`src/rtl/dsi_ctrl_pkg.sv`:
```
// Shared types and defaults for the DSI lane scheduler.
// Scheduler states, lane limit, default timing and pad byte.
package dsi_ctrl_pkg;

  typedef enum logic [2:0] {
    S_IDLE,
    S_CLK_START,
    S_CLK_PRE,
    S_DATA_ACTIVE,
    S_DATA_DRAIN,
    S_CLK_POST,
    S_CLK_STOP
  } sched_state_t;

  localparam int LANES_MAX = 4;
  localparam int T_CLK_PRE_DEF = 8;
  localparam int T_CLK_POST_DEF = 16;
  localparam logic [7:0] PAD_BYTE_DEF = 8'h00;

endpackage

```
`src/rtl/dsi_lane_timer.sv`:
```
// Loadable 8-bit down counter that saturates at zero.
// One instance is shared by the clock-lane pre and post waits.
module dsi_lane_timer (
  input  logic       clk,
  input  logic       rst,
  input  logic       i_load,
  input  logic [7:0] i_val,
  output logic       o_zero
);

  logic [7:0] r_cnt;

  always_ff @(posedge clk) begin
    if (rst) begin
      r_cnt <= '0;
    end else if (i_load) begin
      r_cnt <= i_val;
    end else if (r_cnt != 8'd0) begin
      r_cnt <= r_cnt - 8'd1;
    end
  end

  assign o_zero = (r_cnt == 8'd0);

endmodule

```
`src/rtl/dsi_lanes_scheduler.sv`:
```
// Sequences one DSI clock lane and LANES data lanes per packet.
// Define DSI_CLK_CONTINUOUS_EN to keep the clock lane in HS between packets.
module dsi_lanes_scheduler
  import dsi_ctrl_pkg::*;
#(
  parameter int         LANES      = 4,
  parameter int         T_CLK_PRE  = T_CLK_PRE_DEF,
  parameter int         T_CLK_POST = T_CLK_POST_DEF,
  parameter logic [7:0] PAD_BYTE   = PAD_BYTE_DEF
) (
  input  logic               clk_sys,
  input  logic               rst,
  input  logic               lines_enable,
  input  logic               s_valid,
  output logic               s_ready,
  input  logic [8*LANES-1:0] s_data,
  input  logic [2:0]         s_nbytes,
  input  logic               s_last,
  input  logic               s_lp,
  output logic               lane_lines_en,
  output logic               lane_mode_lp,
  output logic [LANES-1:0]   lane_start_rqst,
  output logic [LANES-1:0]   lane_fin_rqst,
  output logic [8*LANES-1:0] lane_data,
  input  logic [LANES-1:0]   lane_data_rqst,
  input  logic [LANES-1:0]   lane_active,
  output logic               clk_start_rqst,
  output logic               clk_fin_rqst,
  input  logic               clk_active,
  output logic               busy,
  output logic               underflow
);

  localparam logic [7:0] PRE_LD  = 8'(T_CLK_PRE - 1);
  localparam logic [7:0] POST_LD = 8'(T_CLK_POST - 1);

  sched_state_t r_state;
  sched_state_t w_next;
  logic         r_lines_en;
  logic         r_lp;

  logic         w_on;
  logic         w_leave;
  logic         w_tmr_load;
  logic [7:0]   w_tmr_val;
  logic         w_tmr_zero;
  logic         w_ready;
  logic         w_uflow;
  logic         w_clk_start;
  logic         w_clk_fin;
  logic         w_fin;
  logic         w_lanes_idle;
  logic [LANES-1:0]   w_lane_start;
  logic [8*LANES-1:0] w_data;

  dsi_lane_timer u_tmr (
    .clk    (clk_sys),
    .rst    (rst),
    .i_load (w_tmr_load),
    .i_val  (w_tmr_val),
    .o_zero (w_tmr_zero)
  );

  always_ff @(posedge clk_sys) begin
    if (rst) begin
      r_state    <= S_IDLE;
      r_lines_en <= 1'b0;
      r_lp       <= 1'b0;
    end else begin
      r_state <= w_next;
      if (r_state == S_IDLE) begin
        r_lines_en <= lines_enable;
        r_lp       <= w_leave & s_lp;
      end
    end
  end

  // LP packets only ever start lane 0, so only lane 0 gates the drain.
  assign w_lanes_idle = r_lp ? !lane_active[0] : (lane_active == '0);

  always_comb begin
    w_next       = r_state;
    w_leave      = 1'b0;
    w_tmr_load   = 1'b0;
    w_tmr_val    = '0;
    w_ready      = 1'b0;
    w_uflow      = 1'b0;
    w_clk_start  = 1'b0;
    w_clk_fin    = 1'b0;
    w_fin        = 1'b0;
    w_lane_start = '0;
    unique case (r_state)
      S_IDLE: begin
`ifdef DSI_CLK_CONTINUOUS_EN
        if (!lines_enable && clk_active) begin
          w_tmr_load = 1'b1;
          w_tmr_val  = POST_LD;
          w_next     = S_CLK_POST;
        end else if (lines_enable && !clk_active) begin
          w_clk_start = 1'b1;
          w_next      = S_CLK_START;
        end else if (lines_enable && s_valid) begin
          w_leave = 1'b1;
          w_next  = S_DATA_ACTIVE;
          if (s_lp) begin
            w_lane_start[0] = 1'b1;
          end else begin
            w_lane_start = '1;
          end
        end
`else
        if (lines_enable && s_valid) begin
          w_leave = 1'b1;
          if (s_lp) begin
            w_lane_start[0] = 1'b1;
            w_next          = S_DATA_ACTIVE;
          end else begin
            w_clk_start = 1'b1;
            w_next      = S_CLK_START;
          end
        end
`endif
      end
      S_CLK_START: begin
        if (clk_active) begin
          w_tmr_load = 1'b1;
          w_tmr_val  = PRE_LD;
          w_next     = S_CLK_PRE;
        end
      end
      S_CLK_PRE: begin
        if (w_tmr_zero) begin
`ifdef DSI_CLK_CONTINUOUS_EN
          w_next = S_IDLE;
`else
          w_lane_start = '1;
          w_next       = S_DATA_ACTIVE;
`endif
        end
      end
      S_DATA_ACTIVE: begin
        if (lane_data_rqst[0]) begin
          if (s_valid) begin
            w_ready = 1'b1;
            if (s_last) begin
              w_fin  = 1'b1;
              w_next = S_DATA_DRAIN;
            end
          end else begin
            w_uflow = 1'b1;
          end
        end
      end
      S_DATA_DRAIN: begin
        if (w_lanes_idle) begin
`ifdef DSI_CLK_CONTINUOUS_EN
          w_next = S_IDLE;
`else
          if (r_lp) begin
            w_next = S_IDLE;
          end else begin
            w_tmr_load = 1'b1;
            w_tmr_val  = POST_LD;
            w_next     = S_CLK_POST;
          end
`endif
        end
      end
      S_CLK_POST: begin
        if (w_tmr_zero) begin
          w_clk_fin = 1'b1;
          w_next    = S_CLK_STOP;
        end
      end
      S_CLK_STOP: begin
        w_clk_fin = 1'b1;
        if (!clk_active) begin
          w_next = S_IDLE;
        end
      end
      default: w_next = S_IDLE;
    endcase
  end

  always_comb begin
    w_data = {LANES{PAD_BYTE}};
    if (r_state == S_DATA_ACTIVE && s_valid) begin
      for (int i = 0; i < LANES; i++) begin
        if (!(s_last && (3'(i) >= s_nbytes))) begin
          w_data[8*i +: 8] = s_data[8*i +: 8];
        end
      end
    end
  end

  // Mealy outputs are held quiet while reset is asserted.
  assign w_on            = !rst;
  assign s_ready         = w_on & w_ready;
  assign underflow       = w_on & w_uflow;
  assign clk_start_rqst  = w_on & w_clk_start;
  assign clk_fin_rqst    = w_on & w_clk_fin;
  assign lane_start_rqst = w_on ? w_lane_start : '0;
  assign lane_fin_rqst   = {LANES{w_on & w_fin}};
  assign lane_data       = w_on ? w_data : {LANES{PAD_BYTE}};
  assign lane_mode_lp    = w_on &
    ((r_state == S_IDLE) ? (w_leave & s_lp) : r_lp);
  assign lane_lines_en   = r_lines_en;
  assign busy            = (r_state != S_IDLE);

endmodule

```
`config.mk`:
```
export PLATFORM = sky130hd
export DESIGN_NAME = dsi_lanes_scheduler
export DESIGN_NICKNAME = d
export VERILOG_FILES = /design/src/rtl/dsi_ctrl_pkg.sv /design/src/rtl/dsi_lane_timer.sv /design/src/rtl/dsi_lanes_scheduler.sv
export SDC_FILE = /design/constraint.sdc
export NUM_CORES = 1
export LEC_CHECK = 0
export ABC_CLOCK_PERIOD_IN_PS = 2100
export CAP_MARGIN = 20
export CORE_ASPECT_RATIO = 1.75
export CORE_MARGIN = 2
export CORE_UTILIZATION = 33
export DETAILED_ROUTE_END_ITERATION = 7
export PLACE_DENSITY = 0.81
export REMOVE_ABC_BUFFERS = 1
export SKIP_CTS_REPAIR_TIMING = 1
export SYNTH_ARGS = -nofsm -noshare
export SYNTH_HDL_FRONTEND = slang
export SYNTH_SLANG_ARGS = --single-unit
```
`constraint.sdc`:
```
create_clock -name clk_sys -period 2.1 [get_ports clk_sys]
set_input_delay 0.21 -clock clk_sys [delete_from_list [all_inputs] [get_ports clk_sys]]
set_output_delay 0.21 -clock clk_sys [all_outputs]
set_load 0.02 [all_outputs]
```
==> flow_summary.toml <==
[setup_path]
worstPathMaxFanout = 4
reg2reg_depth = 6
worstPathRequired_ns = 1.89
worst_setup_path_start_kind = "flop"
arrival_ns = 1.96
setup.worst_path.class = "reg2out"
r2r_start = "u_tmr.r_cnt[1]"
end_kind = "output pin"
timing.rr.end = "r_state[2]"
reg2reg_slack_ns = 0.33

[route]
wl_met1_mm = 1.682
drt_iter0_drc = 29
met2WireLength_mm = 2.349
wl_met3_um = 395
antenna_left = 0
vias = 1642
post_drt_wl_per_cell_um = 13.93
detailed_routing_iterations_pass_1 = 4
uppermost_routed_layer = "met4"
postRouteWirelength_mm = 4.540
drc_errors = 0
post_drt_via_cell_ratio = 5.037

[cells_and_area]
nNetsFinal = 333
num_antenna_cells = 0
area_growth_pct = 111.5
final.fill_count = 259
layout-drive-gt1-share_pct = 21.43
finish.cell_count_without_fillers = 326
layout.cell_area.non_filler_mm2 = 0.002570

[cts]
worstSkewPairLatency_ns = 0.25
max-clock-path-buffers = 2
clk_pin_slew_ns = 0.06
cts_tree = "done"
cts_inserted_buffers = 3
cts_max_level = 1
cts_root_buffer = "sky130_fd_sc_hd__clkbuf_8"
cts.sink_count = 13

[floorplanning]
die_area_mm2 = 0.004202
die_x_um = 49.87
coreArea_mm2 = 0.003592
rows = 29
ios = 97
effective_utilization_at_floorplan_pct = 33.82
chipHeight_um = 84.27

[pwr]
combPwrFrac_pct = 67.5
power.density_cell_area_mw_per_mm2 = 740.9
internal_power_of_the_cells_mw = 1.132
switching_power_mw = 0.7721
share_clk_of_total_power_pct = 12.4
p_sw_share_pct = 40.55
worst_ir_drop_vdd_mv = 0.7557
fin_total_pwr_mw = 1.904
relative_contribution_of_sequential_cells_to_total_power_pct = 20.0
cellLeakagePower_nw = 1.737

[synthesis]
avgSynthCellArea_um2 = 7.546
top_ff_cell_synth = "sky130_fd_sc_hd__dfxtp_1"
library_cells_used_by_synthesis = 46
syn-cell-area_mm2 = 0.001215
synth-seq-cells = 13
count_of_flip_flops_with_a_built_in_enable_after_synthesis = 0
yosysWarningCount = 0
post_synth_inst_count = 161
sequential_area_share_after_synthesis_pct = 21.42
fraction_of_registers_with_async_set_or_reset_after_synthesis_pct = 0

[placement]
port_buffers = 93
placement.cell_area_mm2 = 0.002389
detailedPlacementHpwl_mm = 3.462
placed_cells_incl_taps = 322
finalWeightedCongestion = 0.8722

[grt]
grt_antenna_before_repair = 0
grt_first_pass_wirelength_mm = 6.824
grt_max_degree = 21
grt_overflow_total = 0
globalRouteTotalUtil_pct = 20.37
first_global_vias = 1476

[run_status]
failed_checks = "setup timing"
status = "finished, violations left"

[sta]
rsz0062_at_grt = "yes"
max_slew_margin_pct = 70.53
final-hold-violation-count = 0
slew_violations = 0
max_freq_mhz = 460.4
fin_ws_ns = -0.07222
holdWs_ns = 0.4594
fin_skew_ns = 0.005013
max_slew.worst_pin.slew_ns = 0.4387
timing.final.crit_period_ns = 2.172
setup-violations-final = 5
fin_crit_sh_pct = 103.4

[hold_path]
whs_endpoint = "lane_lines_en"
startpoint_of_the_lowest_slack_hold_path = "lane_lines_en"
holdPathStages = 2
timing.hold.worst.class = "reg2reg"

[run]
maxCapViolations = 0
cell usage after synthesis (3+ instances only):
cell	number	share of area, %
sky130_fd_sc_hd__buf_4	5	3.1
sky130_fd_sc_hd__nand4_1	3	1.5
sky130_fd_sc_hd__nor3_1	9	3.7
sky130_fd_sc_hd__nor3b_1	4	2.5
sky130_fd_sc_hd__nand2_1	6	1.9
sky130_fd_sc_hd__clkbuf_1	3	0.93
sky130_fd_sc_hd__nor2_1	11	3.4
sky130_fd_sc_hd__a21oi_1	8	3.3
sky130_fd_sc_hd__inv_1	4	1.2
sky130_fd_sc_hd__nor2b_1	4	2.1
sky130_fd_sc_hd__o21ai_0	4	1.6
sky130_fd_sc_hd__xnor2_1	4	2.9
sky130_fd_sc_hd__nand3_1	3	1.2
sky130_fd_sc_hd__nand3b_1	4	2.5
sky130_fd_sc_hd__and2_1	32	16
sky130_fd_sc_hd__dfxtp_1	13	21
sky130_fd_sc_hd__nand2b_1	8	4.1
worst max-delay path, cell delays in order, from the launching register on:
cell and delay (ns):
sky130_fd_sc_hd__dfxtp_2 0.32, sky130_fd_sc_hd__inv_2 0.07, sky130_fd_sc_hd__ha_4 0.13, sky130_fd_sc_hd__or4b_4 0.50
sky130_fd_sc_hd__or2_4 0.26, sky130_fd_sc_hd__nor3b_2 0.16, sky130_fd_sc_hd__buf_4 0.15, sky130_fd_sc_hd__buf_6 0.11
sequential cells by signal, summed over array words and instances (netlist names):
| register | count |
|---|---|
| u_tmr.r_cnt | 8 |
| r_state | 3 |
| r_lp | 1 |
| lane_lines_en | 1 |
cells by family (layout without fill, tap and decap cells):
| group | after synthesis | count (layout) | share of synthesized area (%) |
|---|---|---|---|
| buffers and inverters | 15 | 134 | 6.385 |
| AND/OR/NAND/NOR | 100 | 100 | 50.98 |
| flip-flops | 13 | 13 | 21.42 |
| AO/OA/AOI/OAI | 24 | 24 | 13.90 |
| adder cells (fa/ha/maj) | 2 | 2 | 2.059 |
| XOR/XNOR | 5 | 5 | 3.604 |
| multiplexers | 2 | 2 | 1.648 |
placed cells by master, fill, tap and decap left out, drive strengths merged, types with 3 or more instances in the layout:
cell,n
a21oi,9
and2,33
buf,38
clkbuf,3
clkdlybuf4s50,48
dfxtp,13
dlymetal6s2s,40
inv,4
nand2,7
nand2b,8
nand3,3
nand3b,4
nand4,3
nor2,12
nor2b,4
nor3,9
nor3b,4
o21ai,5
xnor2,4
through the flow:
stage                     worst slack [ns]  utilization [%]  TNS, ns
final                             -0.07222            71.54  -0.2848
after global placement             -0.3272            66.49   -12.13
after global routing               -0.1186            71.54  -0.5384
after CTS                          -0.6665            67.78   -14.12
after floorplan                    -0.7990                -   -3.090
after detailed placement           -0.3651            66.49   -12.51
metal layers:
layer / global-route usage [%] / vias to the layer above
li1: - / 796
met1: 19.93 / 747
met2: 39.15 / 87
met3: 4.448 / 12
met4: 8.838 / 0
met5: 0 / -
worst max-delay path by stage:
| stage | start | endpoint | slack [ns] |
|---|---|---|---|
| floorplan | u_tmr.r_cnt[0] | lane_start_rqst[1] | -0.80 |
| global placement | u_tmr.r_cnt[0] | lane_start_rqst[2] | -0.33 |
| detailed placement | u_tmr.r_cnt[0] | lane_start_rqst[1] | -0.37 |
| CTS | u_tmr.r_cnt[0] | lane_start_rqst[1] | -0.67 |
| global route | u_tmr.r_cnt[1] | lane_start_rqst[2] | -0.12 |
| finish | u_tmr.r_cnt[1] | lane_start_rqst[1] | -0.07 |
layout make-up:
class | instances | area, µm² | area share, %
Clock buffer | 3 | 41.29 | 1.607
Clock inverter | 1 | 5.005 | 0.1947
Inverter | 4 | 15.01 | 0.5842
Multi-Input combinational cell | 133 | 910.9 | 35.44
Sequential cell | 13 | 262.8 | 10.22
Tap cell | 46 | 57.56 | 2.240
Timing Repair Buffer | 126 | 1277 | 49.71
power by group through the flow:
stage	clock network, mW	registers, mW	logic [mW]
2_1_floorplan	0	0.432	0.633
3_3_place_gp	0	0.373	1.21
3_5_place_dp	0	0.377	1.23
4_1_cts	0.238	0.371	1.25
5_1_grt	0.249	0.391	1.40
6_report	0.237	0.381	1.29
Power figures use the tool's default switching activity.
